==> config.mk <==
export PLATFORM = sky130hd
export DESIGN_NAME = fp_io_sequencer
export DESIGN_NICKNAME = d
export VERILOG_FILES = /design/src/rtl/fp_io_sequencer.sv
export SDC_FILE = /design/constraint.sdc
export NUM_CORES = 1
export LEC_CHECK = 0
export ABC_CLOCK_PERIOD_IN_PS = 2300
export CAP_MARGIN = 20
export CORE_UTILIZATION = 45
export CTS_BUF_LIST = sky130_fd_sc_hd__clkbuf_16
export DETAILED_ROUTE_END_ITERATION = 8
export HOLD_SLACK_MARGIN = 0.02
export PLACE_DENSITY = 0.79
export SETUP_SLACK_MARGIN = 0.4
export SLEW_MARGIN = 20
export SYNTH_ARGS = -nofsm -noshare
export SYNTH_HDL_FRONTEND = slang
export SYNTH_SLANG_ARGS = --single-unit
==> constraint.sdc <==
create_clock -name clk -period 2.3 [get_ports clk]
set_input_delay 0.23 -clock clk [delete_from_list [all_inputs] [get_ports clk]]
set_output_delay 0.23 -clock clk [all_outputs]
set_load 0.1 [all_outputs]
==> src/rtl/fp_io_sequencer.sv <==
// Byte-serial front/back end for the single-precision add/sub stage: gathers a
// command byte and two LSB-first operands, registers the result, streams it out.
module fp_io_sequencer #(
    parameter int unsigned TIMEOUT_CYCLES = 0,
    parameter int unsigned CNT_W          = 16
) (
    input  logic        clk,
    input  logic        rst_n,
    input  logic        ena,
    input  logic [7:0]  in_data,
    input  logic        in_valid,
    output logic        in_ready,
    output logic [7:0]  out_data,
    output logic        out_valid,
    input  logic        out_ready,
    output logic [31:0] op_a,
    output logic [31:0] op_b,
    output logic        op_sub,
    input  logic [31:0] fp_result,
    output logic        busy,
    output logic        err_pulse
);

    typedef enum logic [2:0] {
        S_CMD,
        S_LDA,
        S_LDB,
        S_EXEC,
        S_SEND
    } state_t;

    localparam logic [CNT_W-1:0] TO_LAST =
        (TIMEOUT_CYCLES == 0) ? '0 : CNT_W'(TIMEOUT_CYCLES - 1);

    state_t           state, state_nxt;
    logic [1:0]       byte_idx;
    logic [31:0]      res_q;
    logic [CNT_W-1:0] to_cnt;
    logic             accept, send, loading, timeout_hit;

    assign busy     = (state != S_CMD);
    assign out_data = res_q[{byte_idx, 3'b000} +: 8];

    always_comb begin
        state_nxt   = state;
        in_ready    = 1'b0;
        out_valid   = 1'b0;
        loading     = 1'b0;
        case (state)
            S_CMD:        in_ready = 1'b1;
            S_LDA, S_LDB: begin
                in_ready = 1'b1;
                loading  = 1'b1;
            end
            S_SEND:       out_valid = 1'b1;
            default:      ;
        endcase

        accept = ena & in_valid & in_ready;
        send   = ena & out_valid & out_ready;
        // An accept on the terminal count takes priority over the abort.
        timeout_hit = (TIMEOUT_CYCLES != 0) && loading && ena && !accept
                      && (to_cnt == TO_LAST);

        case (state)
            S_CMD:  if (accept) state_nxt = S_LDA;
            S_LDA: begin
                if (accept && byte_idx == 2'd3) state_nxt = S_LDB;
                else if (timeout_hit)           state_nxt = S_CMD;
            end
            S_LDB: begin
                if (accept && byte_idx == 2'd3) state_nxt = S_EXEC;
                else if (timeout_hit)           state_nxt = S_CMD;
            end
            S_EXEC: if (ena) state_nxt = S_SEND;
            S_SEND: if (send && byte_idx == 2'd3) state_nxt = S_CMD;
            default: state_nxt = S_CMD;
        endcase
    end

    always_ff @(posedge clk) begin
        if (!rst_n) state <= S_CMD;
        else        state <= state_nxt;
    end

    always_ff @(posedge clk) begin
        if (!rst_n) begin
            byte_idx  <= '0;
            op_a      <= '0;
            op_b      <= '0;
            op_sub    <= 1'b0;
            res_q     <= '0;
            to_cnt    <= '0;
            err_pulse <= 1'b0;
        end else if (ena) begin
            err_pulse <= timeout_hit;
            if (loading && !accept && !timeout_hit) to_cnt <= to_cnt + 1'b1;
            else                                    to_cnt <= '0;

            case (state)
                S_CMD: if (accept) begin
                    op_sub   <= in_data[0];
                    byte_idx <= '0;
                end
                S_LDA: begin
                    if (accept) begin
                        op_a[{byte_idx, 3'b000} +: 8] <= in_data;
                        byte_idx <= byte_idx + 2'd1;
                    end else if (timeout_hit) begin
                        byte_idx <= '0;
                    end
                end
                S_LDB: begin
                    if (accept) begin
                        op_b[{byte_idx, 3'b000} +: 8] <= in_data;
                        byte_idx <= byte_idx + 2'd1;
                    end else if (timeout_hit) begin
                        byte_idx <= '0;
                    end
                end
                S_EXEC: begin
                    res_q    <= fp_result;
                    byte_idx <= '0;
                end
                S_SEND: if (send) byte_idx <= byte_idx + 2'd1;
                default: ;
            endcase
        end else begin
            err_pulse <= 1'b0;
        end
    end

endmodule
==> flow_summary.yaml <==
sta:
  report.final.slew_viol_count: 0
  rsz0062_at_grt: "yes"
  layout_setup_ws_ns: 0.451
  fin_crit_sh: 0.804
  period_needed_ns: 1.85
  hold_slack_ns: 0.422
  fmax_ghz: 0.541
  setup_viol: 0
  max_slew_margin: 0.612
  fin_setup_tns_ns: 0
  hold_violations: 0
  tightest_slew_ns: 0.581
  clock_skew_ns: 0.00618
logic_synthesis:
  synth_warnings: 0
  ys_ff_latch: 102
  syn_inst: 522
  synth_area_um2: 4430
  synth_top_area_cell: "dfxtp_1"
  synth_cell_type_count: 41
  synth.area.top_cells: "dfxtp_1, a21oi_1, nand4_1, o21ai_0, nand2_1"
  ys_seq_area_frac: 0.461
  syn_area_per_cell_um2: 8.49
  synth_fp_nets: 571
  synth_top_area_frac: 0.461
cts:
  h-tree-depth: 3
  clock_sinks: 102
  cts_buffers: 9
  clk_pin_slew_worst_paths_ns: 0.07
  holdBufCountCts: 0
  cts_tree: "done"
  insertion_delay_ns: 0.35
  ctsLongestPathBuffers: 2
  cts_root_buffer: "clkbuf_16"
hold_path:
  min_path_type: "input pin to register"
  min_to: "res_q[21]"
  hold_start: "fp_result[21]"
  hold_path_depth: 3
flow_run:
  max-cap-violations: 0
final_layout:
  layout-drive-gt1-share: 0.223
  seqCellArea_um2: 2050
  finalNetCount: 658
  diodes: 0
  fin_cells: 743
  multi_input_area_um2: 2070
  fill_cells: 821
  final_util: 0.624
  syn2layout_area_growth_pct: 32.0
placement:
  place_inst: 725
  dpl_worst_slack_ns: 0.216
  port_buffers: 120
  hpwl_um: 8040
  place.gp.congestion: 0.806
global_route:
  track_usage: 0.237
  grt_pass1_vias: 3750
  antenna_found_initial: 0
  grt_overflow: 0
  grt_pass1_wl_um: 18900
  grt_max_degree: 34
outcome:
  status: "complete, no violations"
setup_path:
  r2r-end: "op_b[24]"
  required_ns: 2.07
  cpMostUsedCell: "buf_4"
  cpMaxStageDelayCell: "mux4_2"
  r2r_slack_ns: 0.53
  start_kind: "register"
  critPathArrivalTime_ns: 1.62
  worstSetupEndpointType: "primary output"
  rr_startpoint: "byte_idx[1]"
  critical_path_class: "register to primary output"
  crit_chain: "buf_4 > mux4_2 > buf_4"
  reg2reg_depth: 5
  worst_path_largest_cell_delay_ns: 0.50
  cp_max_fo: 4
die:
  num_io_pins: 122
  core_area_um2: 9370
  std_cell_rows: 35
  die_x_um: 101
  die_area_um2: 10200
  initial_utilization: 0.473
  die_y_um: 101
route:
  drcViolationCount: 0
  antenna_left: 0
  dr.pass1.iters: 5
  drt-vias-per-instance: 5.74
  postRouteWirelength_um: 12000
  vias: 4263
  drt_iter0_drc: 284
  avgRoutedWirePerCell_um: 16.2
pwr:
  p_sw_frac: 0.241
  combPwrFrac: 0.078
  seqPwrFrac: 0.492
  power_frac_clock: 0.431
  p_leak_nw: 2.09
  internal-power_w: 0.00274
  power.density_nw_per_um2: 617
  vdd_ir_drop_max_mv: 0.302
  power_switching_w: 0.000871
-- cell type report --
cell class	count	area share
Clock inverter	7	0.0139
Inverter	4	0.00257
Clock buffer	9	0.0385
Timing Repair Buffer	141	0.213
Sequential cell	102	0.350
Multi-Input combinational cell	351	0.354
Tap cell	129	0.0276
-- flip-flops by register name (all words and copies together), names as in the netlist --
| register | count |
|---|---|
| state | 3 |
| res_q | 32 |
| op_b | 32 |
| byte_idx | 2 |
| op_a | 32 |
| op_sub | 1 |
-- worst max-delay path by stage --
stage	slack [ns]	cells after the start	start	to
global placement	0.27	4	ena	op_b[27]
CTS	0.42	3	byte_idx[0]	out_data[5]
floorplan	0.45	8	byte_idx[0]	op_a[6]
global route	0.35	5	byte_idx[1]	op_b[25]
finish	0.45	3	byte_idx[0]	out_data[2]
detailed placement	0.22	4	ena	op_a[12]
-- synth_stat cells (all sizes together) --
| library cell | n |
|---|---|
| o21a | 1 |
| a31o | 1 |
| dfxtp | 102 |
| o31ai | 2 |
| mux4 | 8 |
| and3b | 1 |
| buf | 29 |
| or3 | 1 |
| and2 | 2 |
| and4 | 1 |
| nor3b | 2 |
| and4bb | 1 |
| and4b | 4 |
| o221ai | 2 |
| or3b | 1 |
| clkbuf | 36 |
| and2b | 1 |
| nand2b | 4 |
| conb | 1 |
| o21ai | 67 |
| a21oi | 100 |
| nor2b | 2 |
| nand4 | 64 |
| inv | 4 |
| ha | 4 |
| nand4b | 5 |
| nor2 | 1 |
| mux2i | 1 |
| o22a | 1 |
| nand2 | 68 |
| nand3b | 1 |
| o31a | 1 |
| a2111oi | 1 |
| xor2 | 1 |
| nor4b | 1 |
-- worst max-delay path: cells and delay by family, from the launching register on --
family | cells | cell delay, ns
buf+inv | 2 | 0.40
flops | 1 | 0.37
mux | 1 | 0.50
-- power by group through the flow --
| stage | Sequential, W | Combinational [W] | Clock (W) |
|---|---|---|---|
| after global placement | 0.00182 | 0.000271 | 0 |
| after CTS | 0.00177 | 0.000276 | 0.00158 |
| after global routing | 0.00177 | 0.000296 | 0.00165 |
| after detailed placement | 0.00182 | 0.000272 | 0 |
| after floorplan | 0.00184 | 0.000130 | 0 |
| final | 0.00177 | 0.000280 | 0.00155 |
-- cells in the final DEF, fill, tap and decap left out, drive strengths merged, types with 7 or more instances in the layout --
cell / netlist / routed
dfxtp: 102 / 102
mux4: 8 / 8
nand4: 64 / 64
clkdlybuf4s50: 0 / 44
o21ai: 67 / 67
a21oi: 100 / 100
inv: 4 / 7
buf: 29 / 97
clkbuf: 36 / 9
nand2: 68 / 68
-- stage by stage --
stage	total power, W	cell area [um2]
floorplan	0.00197	4440
global placement	0.00209	5500
detailed placement	0.00209	5500
CTS	0.00363	5830
global route	0.00372	5850
finish	0.00361	5850
-- kinds of logic (layout without fill, tap and decap cells) --
kind of cell,after synthesis,after routing,synth area share
muxes,9,9,0.0429
other,1,1,0.000847
and+or+nand+nor,160,160,0.202
xor gates and xnor gates,1,1,0.00198
AOI/OAI and AO/OA,176,176,0.206
buffers and inverters,69,161,0.0740
DFF,102,102,0.461
adders and majority gates,4,4,0.0113
-- per-layer routing --
metal / share of wire / global-route usage
met5: 0 / 0
met2: 0.47 / 0.361
met3: 0.087 / 0.0476
met4: 0.026 / 0.100
met1: 0.42 / 0.328
-- repair_timing --
action / CTS / global route
buffers inserted: 2 / 0
resized for setup: 3 / 7
setup endpoints to repair: 31 / 25
Note: power is estimated with default switching activity, not from simulation.
